==> config.mk <==
export PLATFORM = sky130hd
export DESIGN_NAME = pipe_hazard_ctrl
export DESIGN_NICKNAME = d
export VERILOG_FILES = /design/src/rtl/pipe_hazard_ctrl.sv
export SDC_FILE = /design/constraint.sdc
export NUM_CORES = 1
export LEC_CHECK = 0
export CAP_MARGIN = 20
export CORE_ASPECT_RATIO = 1.25
export CORE_MARGIN = 3
export CORE_UTILIZATION = 35
export DETAILED_ROUTE_END_ITERATION = 8
export PLACE_DENSITY = 0.67
export SLEW_MARGIN = 5
export SYNTH_ARGS = -nofsm -noshare
export SYNTH_HDL_FRONTEND = slang
export SYNTH_SLANG_ARGS = --single-unit
==> constraint.sdc <==
create_clock -name clk -period 4.1 [get_ports clk]
set_clock_uncertainty 0.05 [all_clocks]
set_input_delay 0.615 -clock clk [delete_from_list [all_inputs] [get_ports clk]]
set_output_delay 0.615 -clock clk [all_outputs]
set_load 0.01 [all_outputs]
==> src/rtl/pipe_hazard_ctrl.sv <==
// Hazard and sequencing controller: a decode register plus a valid-tagged instruction history
// that drives EX forwarding selects, load-use stalls and post-branch flush windows.
module pipe_hazard_ctrl #(
    parameter int  FWD_DEPTH    = 2,
    parameter int  LOAD_LATENCY = 1,
    parameter int  FLUSH_CYCLES = 2,
    localparam int SEL_W        = $clog2(FWD_DEPTH + 1)
) (
    input  logic             clk,
    input  logic             rst,
    input  logic [31:0]      inst_i,
    input  logic             inst_valid_i,
    input  logic             branch_taken_i,
    output logic             stall_o,
    output logic             flush_o,
    output logic [SEL_W-1:0] fwd_a_sel_o,
    output logic [SEL_W-1:0] fwd_b_sel_o,
    output logic [31:0]      ex_inst_o,
    output logic             ex_valid_o
);
    localparam int CNT_MAX = (LOAD_LATENCY > FLUSH_CYCLES) ? LOAD_LATENCY : FLUSH_CYCLES;
    localparam int CNT_W   = $clog2(CNT_MAX + 1);

    localparam logic [6:0] OP_LUI    = 7'b0110111;
    localparam logic [6:0] OP_AUIPC  = 7'b0010111;
    localparam logic [6:0] OP_JAL    = 7'b1101111;
    localparam logic [6:0] OP_BRANCH = 7'b1100011;
    localparam logic [6:0] OP_STORE  = 7'b0100011;
    localparam logic [6:0] OP_LOAD   = 7'b0000011;
    localparam logic [6:0] OP_REGREG = 7'b0110011;

    typedef enum logic [1:0] {RUN, STALL, FLUSH} state_e;

    state_e             state_q, state_d;
    logic [CNT_W-1:0]   cnt_q, cnt_d;
    logic               idVld_q, idVld_d;
    logic [31:0]        idInst_q, idInst_d;
    logic [FWD_DEPTH:0] histVld_q, histVld_d;
    logic [31:0]        histInst_q [FWD_DEPTH+1];
    logic [31:0]        histInst_d [FWD_DEPTH+1];
    logic               loadUse;

    function automatic logic writesRd(input logic vld, input logic [6:0] op, input logic [4:0] rd);
        return vld && (op != OP_BRANCH) && (op != OP_STORE) && (rd != 5'd0);
    endfunction

    function automatic logic usesRs1(input logic [6:0] op);
        return (op != OP_LUI) && (op != OP_AUIPC) && (op != OP_JAL);
    endfunction

    function automatic logic usesRs2(input logic [6:0] op);
        return (op == OP_REGREG) || (op == OP_STORE) || (op == OP_BRANCH);
    endfunction

    always_comb begin
        loadUse = histVld_q[0] && (histInst_q[0][6:0] == OP_LOAD) && (histInst_q[0][11:7] != 5'd0)
                  && idVld_q
                  && ((usesRs1(idInst_q[6:0]) && (idInst_q[19:15] == histInst_q[0][11:7]))
                   || (usesRs2(idInst_q[6:0]) && (idInst_q[24:20] == histInst_q[0][11:7])));
    end

    always_comb begin
        state_d       = state_q;
        cnt_d         = cnt_q;
        idVld_d       = inst_valid_i;
        idInst_d      = inst_valid_i ? inst_i : 32'h0;
        histVld_d[0]  = idVld_q;
        histInst_d[0] = idInst_q;
        for (int k = 1; k <= FWD_DEPTH; k++) begin
            histVld_d[k]  = histVld_q[k-1];
            histInst_d[k] = histInst_q[k-1];
        end

        // A taken branch wins over everything, including an in-progress stall.
        if (branch_taken_i) begin
            state_d       = FLUSH;
            cnt_d         = CNT_W'(FLUSH_CYCLES - 1);
            idVld_d       = 1'b0;
            idInst_d      = 32'h0;
            histVld_d[0]  = 1'b0;
            histInst_d[0] = 32'h0;
        end else begin
            case (state_q)
                RUN: begin
                    if (loadUse) begin
                        idVld_d       = idVld_q;
                        idInst_d      = idInst_q;
                        histVld_d[0]  = 1'b0;
                        histInst_d[0] = 32'h0;
                        if (LOAD_LATENCY > 1) begin
                            state_d = STALL;
                            cnt_d   = CNT_W'(LOAD_LATENCY - 1);
                        end
                    end
                end
                STALL: begin
                    idVld_d       = idVld_q;
                    idInst_d      = idInst_q;
                    histVld_d[0]  = 1'b0;
                    histInst_d[0] = 32'h0;
                    cnt_d         = cnt_q - CNT_W'(1);
                    if (cnt_q == CNT_W'(1)) state_d = RUN;
                end
                FLUSH: begin
                    idVld_d  = 1'b0;
                    idInst_d = 32'h0;
                    if (cnt_q == '0) state_d = RUN;
                    else             cnt_d   = cnt_q - CNT_W'(1);
                end
                default: state_d = RUN;
            endcase
        end
    end

    always_comb begin
        stall_o = 1'b0;
        flush_o = (state_q == FLUSH);
        if (!branch_taken_i) begin
            if (state_q == RUN)        stall_o = loadUse;
            else if (state_q == STALL) stall_o = 1'b1;
        end
    end

    // Walk oldest to youngest so the nearest producer overwrites the select last.
    always_comb begin
        fwd_a_sel_o = '0;
        fwd_b_sel_o = '0;
        if (histVld_q[0]) begin
            for (int k = FWD_DEPTH; k >= 1; k--) begin
                if (writesRd(histVld_q[k], histInst_q[k][6:0], histInst_q[k][11:7])) begin
                    if (usesRs1(histInst_q[0][6:0]) && (histInst_q[k][11:7] == histInst_q[0][19:15]))
                        fwd_a_sel_o = SEL_W'(k);
                    if (usesRs2(histInst_q[0][6:0]) && (histInst_q[k][11:7] == histInst_q[0][24:20]))
                        fwd_b_sel_o = SEL_W'(k);
                end
            end
        end
    end

    assign ex_inst_o  = histInst_q[0];
    assign ex_valid_o = histVld_q[0];

    always_ff @(posedge clk or negedge rst) begin
        if (!rst) begin
            state_q   <= RUN;
            cnt_q     <= '0;
            idVld_q   <= 1'b0;
            idInst_q  <= 32'h0;
            histVld_q <= '0;
            for (int k = 0; k <= FWD_DEPTH; k++) histInst_q[k] <= 32'h0;
        end else begin
            state_q   <= state_d;
            cnt_q     <= cnt_d;
            idVld_q   <= idVld_d;
            idInst_q  <= idInst_d;
            histVld_q <= histVld_d;
            for (int k = 0; k <= FWD_DEPTH; k++) histInst_q[k] <= histInst_d[k];
        end
    end
endmodule

Yosys cells after proc, flatten, opt, wreduce, memory -nomap -nowiden
Index checks and enable logic that the tools add are counted.

storage, ports and cells
  bits in registers = 96
  latch bits = 0
  RAM bits = 0
  ROM bits = 0
  output and inout port bits = 39
  memories kept = 0

operators by class
  add/sub/neg operators = 1
  multiply operators = 0
  divide/modulo/power cells = 0
  magnitude comparators = 0
  equal/unequal tests = 32
  shift operators = 0
  muxes and demuxes = 33
  bitwise operators = 0
  reduce and logical (&&, ||, !) cells = 34

operators with widths
  kind                                                                      count
  32-bit 2-to-1 mux                                                         5
  32-bit one-hot mux with 3 select lines                                    1
  32-bit one-hot mux with 2 select lines                                    1
  5-bit == test                                                             6
  2-bit 2-to-1 mux                                                          15
  7-bit by 6-bit == test with 1-bit output (second input constant)          4
  7-bit by 6-bit inequality test with 1-bit output (second input constant)  4
  7-bit inequality test (second input constant)                             4
  1-bit logical AND                                                         20
  5-bit nonzero test                                                        3
  7-bit == test (second input constant)                                     2
  7-bit by 5-bit inequality test with 1-bit output (second input constant)  2
  3-bit inequality test (second input constant)                             3
  7-bit by 2-bit == test with 1-bit output (second input constant)          1
  1-bit 2-to-1 mux                                                          7
  2-bit one-hot mux with 3 select lines                                     1
  1-bit logical OR                                                          5
  2-bit by 1-bit == test with 1-bit output (second input constant)          2
  2-bit logical NOT                                                         2
  2-bit inequality test (second input constant)                             2
  2-bit one-hot mux with 2 select lines                                     1
  2-bit AND reduction                                                       2
  3-bit by 2-bit inequality test with 1-bit output (second input constant)  1
  1-bit one-hot mux with 3 select lines                                     1
  other kinds (5)                                                           5

Logic depth before layout (Yosys ltp)
  word-level depth = 9
  mapped depth = 7
  depth with buffers taken out = 5

Worst setup path after synthesis
Ideal clock, no wire load.

  kind = reg-to-output
  start point = register histInst_q, in the netlist ex_inst_o[7]
  end point = output port stall_o
  data arrival time = 1.952 ns
  setup slack = 1.483 ns
  cell stages (with the launch flop) = 7
  path buffers = 2
  path through = dfrtp_1 xor2_1 or3b_2 o32a_1 buf_2 buf_6 nor3_1

on the way
  longest elaborated chain between the ends = 6
  elaborated cells on any way between the ends = 11

ends and longest elaborated chain
  element                                                line        source
  start, declared                                        39          logic [31:0] histInst_q [FWD_DEPTH+1];
  5-bit == test, or another cell as far along            58          && ((usesRs1(idInst_q[6:0]) && (idInst_q[19:15] == histInst_q[0][11:7]))
  1-bit logical AND, on equally long branches            58, 56, 59
  1-bit logical OR or 1-bit logical AND (tied branches)  59, 57
  1-bit logical AND (*)                                  58
  1-bit 2-to-1 mux (*)                                   119         if (state_q == RUN) stall_o = loadUse;
  1-bit 2-to-1 mux (*)                                   118         if (!branch_taken_i) begin
  end, declared                                          14          output logic stall_o,

Mark *: on every way between the ends. The rest lies on a longest branch, timed or not.

Worst setup path after layout
  start point = register histInst_q, in the netlist ex_inst_o[9]
  end point = output port stall_o

Same word-level chain as after synthesis.

==> results.cfg <==
[final_layout]
drive_above_1_share_pct = 7.49
multi_input_area_sq_mm = 0.00149
mostFrequentLayoutCell = dfrtp_1
insertedDiodeCount = 0
final_cell_mix = dfrtp_1, clkdlybuf4s50_1, nand2_1, nor3b_1, mux2i_1
fillCellCount = 1054
final_nets = 446
area_delta_synth_final_pct = 23.8
instances_no_fill = 571
seq_area_sq_mm = 0.00233

[sta]
period_minus_slack_ns = 3.30
fmax_mhz = 303
rsz0062_at_grt = false
finalCritPeriodShare_pct = 80.5
finalSetupViolCount = 0
relSlewSlack_pct = 43.5
tns_ns = 0
worst_pin_slew_ns = 0.843
hold_viol_final = 0
report.final.slew_viol_count = 0

[cts]
clock_sinks = 93
clockBufferDepth = 2
htreeDepth = 3
clkTransAtPathRegs_ns = 0.06
cts_tree = done
numCtsBuffers = 9
worst_skew_pair.late_latency_ns = 0.34
ctsResizeCount = 0
cts_setup_buffers = 0
hold_buffers = 0
clockRootBuffer = clkbuf_16

[yosys]
synth_cells = 367
yosys_warnings = 0
synth_top_area_share_pct = 56.1
ys_seq_area_share_pct = 56.1
netlist_area_sq_mm = 0.00415
synthTopCellsByArea = dfrtp_1, mux2i_1, nor3b_1
syn-num-nets = 404
ys_types = 36
syn_area_per_cell_sq_um = 11.3
ys_ff_latch = 93
yosys.area.top_type = dfrtp_1

[global_route]
grt_antenna_before_repair = 0
grt_pass1_wl_um = 14500
globalRouteOverflowTotal = 0
grt_max_degree = 66
grt_pass1_vias = 2893
grt_use_total_pct = 14.4

[drt]
route.detailed.vias_per_inst = 4.71
drc_errors = 0
routed_wl_um = 8870
wl_per_cell_um = 15.5
vias = 2691
drt_iter0_drc = 165
ant_nets = 0
first_pass_iters = 4

[setup_path]
required_ns = 3.43
worst_setup_path_start_kind = register
critPathKind = register to output port
crit_fanout = 5
endpoint_kind = output port
cp.arrival_ns = 2.64

[power]
p_sw_w = 0.000478
switching_share_pct = 23.2
combPwrFrac_pct = 10.6
power_density_mw_per_mm2 = 402
seq_power_share_pct = 48.4
pwr-share-clk_pct = 40.9
p_leak_nw = 2.46
p_int_w = 0.00159
peakVddDrop_mv = 0.190

[die]
io_pins = 75
die_h_um = 128
num_rows = 43
initial_core_util_pct = 36.5
fp.dieW_um = 103
core_sq_mm = 0.0114
dieArea_sq_mm = 0.0132

[placement]
io_buffers = 74
numPlacedInstances = 555
dpl.hpwl_um = 6430
place.gp.congestion = 0.815

[hold_path]
hold_class = input pin to asynchronous set/reset pin

[run]
maxCapViolations = 0

[run_status]
status = finished clean
metal layers:
metal | wire length (um) | track usage, %
met1 | 3790 | 18.3
met4 | 351 | 9.38
met5 | 0 | 0
met2 | 4380 | 22.3
met3 | 357 | 2.29
power groups by stage:
stage	Clock, W	Combinational, W	Sequential [W]
final	0.000845	0.000219	0.00100
after global routing	0.000899	0.000245	0.00100
after CTS	0.000862	0.000224	0.00100
after detailed placement	0	0.000223	0.00102
after global placement	0	0.000218	0.00101
after floorplan	0	0.000124	0.00100
kinds of logic (layout without fill, tap and decap cells):
| family | count (synthesis) | after routing | share of synthesized area [%] |
|---|---|---|---|
| muxes | 32 | 32 | 7.72 |
| buffers and inverters | 53 | 100 | 8.36 |
| AOI/OAI and AO/OA | 9 | 9 | 1.72 |
| xor gates and xnor gates | 31 | 31 | 6.55 |
| and+or+nand+nor | 148 | 148 | 19.2 |
| adders and majority gates | 1 | 1 | 0.302 |
| DFF | 93 | 93 | 56.1 |
area by class of cell:
type                            count  area share [%]
Clock buffer                       12            5.19
Clock inverter                      4           0.877
Inverter                            4           0.292
Multi-Input combinational cell    221            29.0
Sequential cell                    93            45.3
Tap cell                          157            3.83
Timing Repair Buffer               80            15.5
path summary, 6_finish.rpt:
check	start	end	slack, ns	cells past startpoint
setup / recovery	ex_inst_o[9]	stall_o	0.80	5
max in group asynchronous	rst	idInst_q[6]	2.81	2
hold reg to reg	histInst_d[5]	histInst_q[5]	0.32	0
setup reg to reg	idInst_q[3]	ex_inst_o[24]	1.51	6
min in group clk	histInst_d[5]	histInst_q[5]	0.32	0
hold / removal	rst	ex_inst_o[27]	0.30	1
registers in the layout, indices dropped and copies added, names as in the netlist:
register,flops
idVld_q,1
cnt_q,2
idInst_q,32
histInst_d,11
state_q,1
histInst_q,11
histVld_q,3
ex_inst_o,32
synth_stat cells (all sizes together):
cell type / instances
o32a: 1
clkbuf: 10
nor4: 3
ha: 1
o21ai: 1
and2: 1
nor2b: 1
nand4: 4
and3: 2
nor2: 7
mux2i: 32
nand2b: 2
dfrtp: 93
a21boi: 1
a31oi: 1
nand2: 68
buf: 39
nor4b: 3
nor3b: 36
nor3: 6
nand4b: 1
inv: 4
a21oi: 1
o2111ai: 2
xor2: 19
nand3: 5
xnor2: 12
a211oi: 2
or3b: 3
and4b: 2
or4: 2
or2: 2
metrics by stage:
step | area, sq um | total power (W) | hold slack [ns] | setup slack, ns | utilization (%)
final | 5130 | 0.00206 | 0.296 | 0.799 | 45.2
after CTS | 5130 | 0.00209 | 0.323 | 0.756 | 45.2
after global placement | 4820 | 0.00123 | 0.304 | 1.21 | 42.5
after global routing | 5130 | 0.00215 | 0.335 | 0.656 | 45.2
after detailed placement | 4820 | 0.00124 | 0.311 | 1.17 | 42.5
after floorplan | 4150 | 0.00113 | 0.269 | 1.48 | -
critical path, cell delays in order (launching register included):
cell and delay, ns:
dfrtp_1 0.44, xnor2_1 0.23, or3b_2 0.48, o32a_2 0.40
nor3_1 0.16, clkdlybuf4s50_1 0.60
No activity file was read; power rests on OpenSTA's default activity.
